--- src/rtl/rv32i_pkg.sv ---
// rv32i_pkg: shared types and constants for the RV32I front end
package rv32i_pkg;
  typedef enum logic [1:0] {IDLE, REQ, HOLD, HALT} fetch_state_t;
  localparam int INSTR_W = 32;
  localparam logic [INSTR_W-1:0] NOP_INSTR = 32'h0000_0013;
  localparam int PC_STEP = 4;
endpackage

--- src/rtl/fetch_unit.sv ---
// fetch_unit: RV32I fetch stage, owns the PC and fetches words over a req/ack handshake
// Ports: clk/nRst (sync active-low reset); stall from decode; redirect/redirect_pc from execute;
//   imem_req/imem_addr/imem_ack/imem_rdata to instruction memory;
//   instruction/pc_out/instr_valid to control_unit; misaligned only with FETCH_MISALIGN_TRAP_EN.
// FETCH_MISALIGN_TRAP_EN: misaligned redirect targets trap into a sticky HALT state;
//   without it the low two target bits are cleared.
module fetch_unit
  import rv32i_pkg::*;
#(
  parameter int ADDR_W = 32,
  parameter logic [ADDR_W-1:0] RESET_PC = '0
) (
  input  logic               clk,
  input  logic               nRst,
  input  logic               stall,
  input  logic               redirect,
  input  logic [ADDR_W-1:0]  redirect_pc,
  output logic               imem_req,
  output logic [ADDR_W-1:0]  imem_addr,
  input  logic               imem_ack,
  input  logic [INSTR_W-1:0] imem_rdata,
  output logic [INSTR_W-1:0] instruction,
  output logic [ADDR_W-1:0]  pc_out,
  output logic               instr_valid
`ifdef FETCH_MISALIGN_TRAP_EN
  ,
  output logic               misaligned
`endif
);
  fetch_state_t state_q;
  logic [ADDR_W-1:0] pc_q, pc_pend_q, pc_out_q, tgt;
  logic [INSTR_W-1:0] instr_q;
  logic kill_q, valid_q, bad, take, halting;
`ifdef FETCH_MISALIGN_TRAP_EN
  logic mis_q;
  assign bad = redirect_pc[1:0] != 2'b00;
  assign take = redirect && !mis_q;
  assign halting = mis_q;
  assign tgt = redirect_pc;
  assign misaligned = mis_q;
`else
  assign bad = 1'b0;
  assign take = redirect;
  assign halting = 1'b0;
  assign tgt = redirect_pc & ~ADDR_W'(3);
`endif
  assign imem_req = state_q == REQ;
  assign imem_addr = pc_q;
  assign instruction = instr_q;
  assign pc_out = pc_out_q;
  assign instr_valid = valid_q;
  // kill_q marks an in-flight request whose data must be dropped; the
  // address stays put until ack, so the new target waits in pc_pend_q.
  always_ff @(posedge clk) begin
    if (!nRst) begin
      state_q <= IDLE;
      pc_q <= RESET_PC;
      pc_pend_q <= RESET_PC;
      kill_q <= 1'b0;
      instr_q <= NOP_INSTR;
      pc_out_q <= RESET_PC;
      valid_q <= 1'b0;
`ifdef FETCH_MISALIGN_TRAP_EN
      mis_q <= 1'b0;
`endif
    end else begin
`ifdef FETCH_MISALIGN_TRAP_EN
      if (take && bad) mis_q <= 1'b1;
`endif
      case (state_q)
        IDLE: begin
          state_q <= (take && bad) ? HALT : REQ;
          if (take && !bad) pc_q <= tgt;
        end
        REQ: begin
          if (imem_ack) begin
            if (take) begin
              kill_q <= 1'b0;
              state_q <= bad ? HALT : REQ;
              if (!bad) pc_q <= tgt;
            end else if (kill_q) begin
              kill_q <= 1'b0;
              state_q <= halting ? HALT : REQ;
              if (!halting) pc_q <= pc_pend_q;
            end else begin
              instr_q <= imem_rdata;
              pc_out_q <= pc_q;
              valid_q <= 1'b1;
              pc_q <= pc_q + ADDR_W'(PC_STEP);
              state_q <= HOLD;
            end
          end else if (take) begin
            pc_pend_q <= tgt;
            kill_q <= 1'b1;
          end
        end
        HOLD: begin
          if (take) begin
            valid_q <= 1'b0;
            state_q <= bad ? HALT : REQ;
            if (!bad) pc_q <= tgt;
          end else if (!stall) begin
            valid_q <= 1'b0;
            state_q <= REQ;
          end
        end
        default: ;
      endcase
    end
  end
endmodule

--- config.mk ---
export PLATFORM = sky130hd
export DESIGN_NAME = fetch_unit
export DESIGN_NICKNAME = d
export VERILOG_FILES = /design/src/rtl/rv32i_pkg.sv /design/src/rtl/fetch_unit.sv
export SDC_FILE = /design/constraint.sdc
export NUM_CORES = 1
export LEC_CHECK = 0
export ABC_CLOCK_PERIOD_IN_PS = 2650
export CAP_MARGIN = 30
export CORE_UTILIZATION = 40
export DETAILED_ROUTE_END_ITERATION = 12
export MAX_ROUTING_LAYER = met4
export PLACE_DENSITY = 0.82
export SLEW_MARGIN = 20
export SYNTH_ARGS = -nofsm -noshare
export SYNTH_HDL_FRONTEND = slang
export SYNTH_SLANG_ARGS = --single-unit
--- constraint.sdc ---
create_clock -name clk -period 2.65 [get_ports clk]
set_input_delay 0.53 -clock clk [delete_from_list [all_inputs] [get_ports clk]]
set_output_delay 0.53 -clock clk [all_outputs]
set_load 0.01 [all_outputs]
### Word-level counts from Yosys, hierarchy flattened

Index checks and enable logic that the tools add are counted.

* add/sub/neg operators: 1
* $mul: 0
* div/mod/pow operators: 0
* order comparisons: 0
* equality and inequality tests: 7
* shift-type cells: 0
* muxes and demuxes: 19
* bitwise operators: 3
* reduce and logical (&&, ||, !) cells: 12

Operators with widths (count)
* 32-bit 2-to-1 mux: 4
* 32-bit case mux with 2 select lines: 1
* 32-bit by 3-bit adder with 32-bit output (second input constant): 1
* 2-bit 2-to-1 mux: 5
* 3-bit AND reduction: 3
* 1-bit 2-to-1 mux: 7
* 2-bit case mux with 3 select lines: 1
* 2-bit nonzero test: 3
* 5-bit AND reduction: 1
* 2-bit by 1-bit inequality test with 1-bit output (second input constant): 2
* 2-bit inequality test (second input constant): 2
* 4-bit AND reduction: 1
* 3-bit inequality test (second input constant): 1
* 1-bit NOT: 3
* 3-bit nonzero test: 1
* 2-bit by 1-bit equality test with 1-bit output (second input constant): 1
* 2-bit equality test (second input constant): 1
* 2-bit zero test: 1
* 1-bit case mux with 2 select lines: 1
* 2-bit AND reduction: 1
* 2-bit OR reduction: 1

* bits in registers: 130
* latch bits: 0
* bits in writable memories: 0
* bits in read-only memories: 0
* input port bits: 69
* output and inout bits: 98
* logic and storage cells: 49
* memories kept: 0

### Depth between registers and ports, before layout

Gate-level depths: netlist of run 1.

* depth after elaboration: 5
* depth in mapped cells: 7
* depth with buffers taken out: 6

### Worst setup path after synthesis of run 1

Ideal clock, no wire load.

* kind: reg2reg
* from: register pc_q[8] (netlist: imem_addr[8])
* to: register pc_q[31] (netlist: imem_addr[31])
* library setup time: 0.073 ns
* arrival time: 1.906 ns
* data required time: 2.577 ns
* slack: 0.671 ns
* cell stages (with the launch flop): 7
* path buffers: 1
* clock period less this slack: 1.979 ns
* cell sequence: dfxtp_1 buf_2 nand4_4 nor4_4 nand3_2 or4_1 o211ai_2

* longest elaborated chain between the ends: 5

RTL lines
* start: declaration: RTL line fetch_unit.sv:31 `logic [ADDR_W-1:0] pc_q, pc_pend_q, pc_out_q, tgt;`
* start signal: assignment: RTL line fetch_unit.sv:73 `if (take && !bad) pc_q <= tgt;`
* start signal: assignment: RTL line fetch_unit.sv:80 `if (!bad) pc_q <= tgt;`
* start signal: assignment: RTL line fetch_unit.sv:84 `if (!halting) pc_q <= pc_pend_q;`
* 32-bit by 3-bit adder with 32-bit output: RTL line fetch_unit.sv:89 `pc_q <= pc_q + ADDR_W'(PC_STEP);`
* 32-bit 2-to-1 mux: RTL line fetch_unit.sv:81 `end else if (kill_q) begin`
* 32-bit 2-to-1 mux: RTL line fetch_unit.sv:77 `if (take) begin`
* 32-bit 2-to-1 mux: RTL line fetch_unit.sv:76 `if (imem_ack) begin`
* 32-bit case mux with 2 select lines: RTL line fetch_unit.sv:70 `case (state_q)`

No other way between the ends. The select of a mux whose other input is x is not followed.
A chain may end at the register's enable or synchronous reset.

### Final worst setup path of run 1

* from: register pc_q[2] (netlist: imem_addr[2])
* to: register pc_q[22] (netlist: imem_addr[22])

Same word-level chain as after synthesis.

==> flow_summary.ini, run 1 <==
[run_status]
outcome = complete, no violations

[die]
ios = 167
core_region_area_sq_mm = 0.0138
fp.dieArea_sq_mm = 0.0146
die_w_um = 121
rows = 43
die_y_um = 121
start_util_pct = 40.8

[global_routing]
use_met1_pct = 30.8
met3_usage_pct = 4.53
antenna_found_initial = 0
grt_pass1_wl_um = 27100
grt_pass1_vias = 5231
grt_max_degree = 48
overflow = 0
grt-busiest-layer = met2
use_met2_pct = 38.5
grt_usage_pct = 24.6

[worst_setup_path]
crit_type = reg -> reg
worstPathArrival_ns = 2.68
slowest_stage = nor3b_2
cp_max_fo = 7
critPathTopFamily = simple AND/OR/NAND/NOR gates
crit_end = imem_addr[22]
cpPeakStageDelay_ns = 0.51
crit_cells = 6
r2r_setup_slack_ns = 0.30
critical_path_buf_inv_count = 0
crit_start = imem_addr[2]
worstSetupEndpointType = register
required_ns = 2.98
r2r_cells = 6
start_kind = register
r2r_start = imem_addr[2]
timing.rr.end = imem_addr[22]
crit_chain = ha_1 > and4_1 > nor3b_2 > nand3_1 > and3_1 > a311oi_1

[route]
final_antenna_net_count = 0
drc = 0
first_pass_iters = 5
drtIter0Drc = 490
viasPerCell = 5.37
vias = 5858
post_drt_wl_per_cell_um = 15.5
routed_wl_um = 16900

[placed_design]
dpl.cell_count = 1060
dpl.hpwl_um = 11600
gp_congestion = 0.916
io_buffers = 160
dpl_cell_area_sq_mm = 0.00751
place_ws_ns = 0.179

[layout]
area_growth_pct = 43.8
fin_cells = 1090
fin_nets = 969
drive_above_1_share_pct = 8.68
design_area_sq_mm = 0.00811
insertedDiodeCount = 0

[yosys]
synthCells = 745
synth_area_leader_cell = dfxtp_1
synthArstFlopShare_pct = 0
ys_seq_area_share_pct = 44.7
avgSynthCellArea_sq_um = 7.57
syn_area_sq_mm = 0.00564
ys_types = 59
synth_edf_count = 0
yosysWarningCount = 0
ys_top_cells_by_area = dfxtp_1 45%, nand2_1 15%, a21oi_1 10%
synth.top_cell.area_share_pct = 44.7
ys.flop_type = dfxtp_1
ys_ff_latch = 126

[timing]
finalCritPeriodShare_pct = 88.7
final_max_slew_viol_count = 0
hold_violations = 0
finalCriticalPeriod_ns = 2.35
postLayoutSetupSlackWorst_ns = 0.299
setup_viol = 0
tightest_slew_ns = 0.651
fin_tns_setup_ns = 0
max_clock_freq_mhz = 425
fin_worst_skew_ns = 0.00861
slew_headroom_pct = 56.6
rsz0062_at_grt = no

[clock_network]
clock_path_buffers = 2
cts_tree = yes
htreeDepth = 4
cts_made_buffers = 17
clkLatencyLatePin_ns = 0.42
cts-hold-fix-buffers = 0
clock_sink_count = 126
clockRootBuffer = clkbuf_16
cts_setup_buffers = 0
ctsResizeCount = 0
clkTransAtPathRegs_ns = 0.05

[flow_run]
cap_violations = 0

[power]
vdd_drop_max_v = 0.000418
p_per_area_mw_per_mm2 = 626
cellLeakagePower_uw = 0.00285

[worst_hold_path]
hp-class = reg -> reg
==> synth_stat cells (2+ instances only) <==
library cell / number
a2111oi_0: 4
a211oi_1: 5
a21oi_1: 118
a221oi_1: 9
a22o_1: 4
a311o_1: 4
a311oi_1: 3
a31oi_1: 4
and2_1: 2
and3_1: 8
and4_1: 8
buf_1: 3
buf_2: 3
buf_4: 4
clkbuf_1: 52
dfxtp_1: 126
inv_1: 5
mux2i_1: 5
nand2_1: 221
nand2b_1: 5
nand3_1: 14
nand4_1: 12
nor2_1: 24
nor2b_1: 3
nor3_1: 15
nor4_1: 5
nor4b_1: 2
o21a_1: 2
o21ai_0: 29
o21ai_1: 6
o221a_2: 2
or3_1: 3
or4_1: 4
xnor2_1: 2
xor2_1: 5
==> worst register-to-register path, stage by stage (launching register included) <==
cell,delay [ns]
dfxtp_1,0.50
ha_1,0.26
and4_1,0.41
nor3b_2,0.51
nand3_1,0.15
and3_1,0.21
a311oi_1,0.23
==> through the flow <==
stage / total power (uW) / hold WS, ns / util, %
floorplan: 2390 / 0.431 / -
global placement: 2730 / 0.438 / 54.3
detailed placement: 2740 / 0.442 / 54.3
CTS: 5100 / 0.450 / 58.7
global route: 5270 / 0.463 / 58.7
finish: 5070 / 0.448 / 58.7
==> report_power, final <==
part,switching [uW],total (uW),internal (uW)
combinational,337,662,325
sequential,77.7,2050,1970
clock,804,2360,1560
==> sequential cells by signal, indices dropped and copies added (netlist names) <==
name	cells
instruction	32
imem_addr	30
pc_out	30
pc_pend_q	30
state_q	2
instr_valid	1
kill_q	1
==> per-layer routing <==
layer / vias to the layer above / wire length [um]
met1: 2705 / 7470
met2: 228 / 8020
met5: - / 0
met4: 0 / 389
met3: 37 / 1020
li1: 2888 / -
==> how the worst min path moves through the flow <==
stage | start | to | slack (ns) | cells past startpoint
floorplan | pc_pend_q[20] | pc_pend_q[20] | 0.43 | 2
finish | pc_pend_q[15] | pc_pend_q[15] | 0.45 | 2
global route | instruction[23] | instruction[23] | 0.46 | 2
CTS | pc_pend_q[20] | pc_pend_q[20] | 0.45 | 2
detailed placement | pc_pend_q[20] | pc_pend_q[20] | 0.44 | 2
global placement | pc_pend_q[20] | pc_pend_q[20] | 0.44 | 2
==> kinds of logic after synthesis <==
| logic type | share of synthesized area, % |
|---|---|
| DFF | 44.7 |
| adders and majority gates | 0.222 |
| AOI/OAI and AO/OA | 21.0 |
| xor gates and xnor gates | 1.09 |
| other | 0.0665 |
| and+or+nand+nor | 27.0 |
| buffers and inverters | 4.79 |
| muxes | 1.09 |
==> final cells by class <==
class | count | area (sq um)
timing repair buffer | 194 | 1870
inverter | 5 | 20.0
fill | 1274 | 5720
clock inverter | 7 | 110
multi-input combinational | 555 | 2880
tap | 180 | 225
sequential | 126 | 2520
clock buffer | 23 | 488
==> layout by cell type (no fill, tap or decap), types with 8 or more instances in the layout <==
| master | n |
|---|---|
| o21ai_0 | 29 |
| nand3_1 | 14 |
| and4_1 | 8 |
| nor2_1 | 23 |
| clkbuf_16 | 17 |
| a221oi_1 | 9 |
| nand2_1 | 221 |
| nand4_1 | 12 |
| nor3_1 | 14 |
| and3_1 | 8 |
| buf_4 | 33 |
| clkdlybuf4s50_1 | 160 |
| a21oi_1 | 118 |
| dfxtp_1 | 126 |
Power figures use the tool's default switching activity.
==> run 2, diff against run 1 <==
ABC_CLOCK_PERIOD_IN_PS = not set   (was 2650)
==> results of run 2 <==
The final DEF is identical to that of run 1; final timing and power are the same.
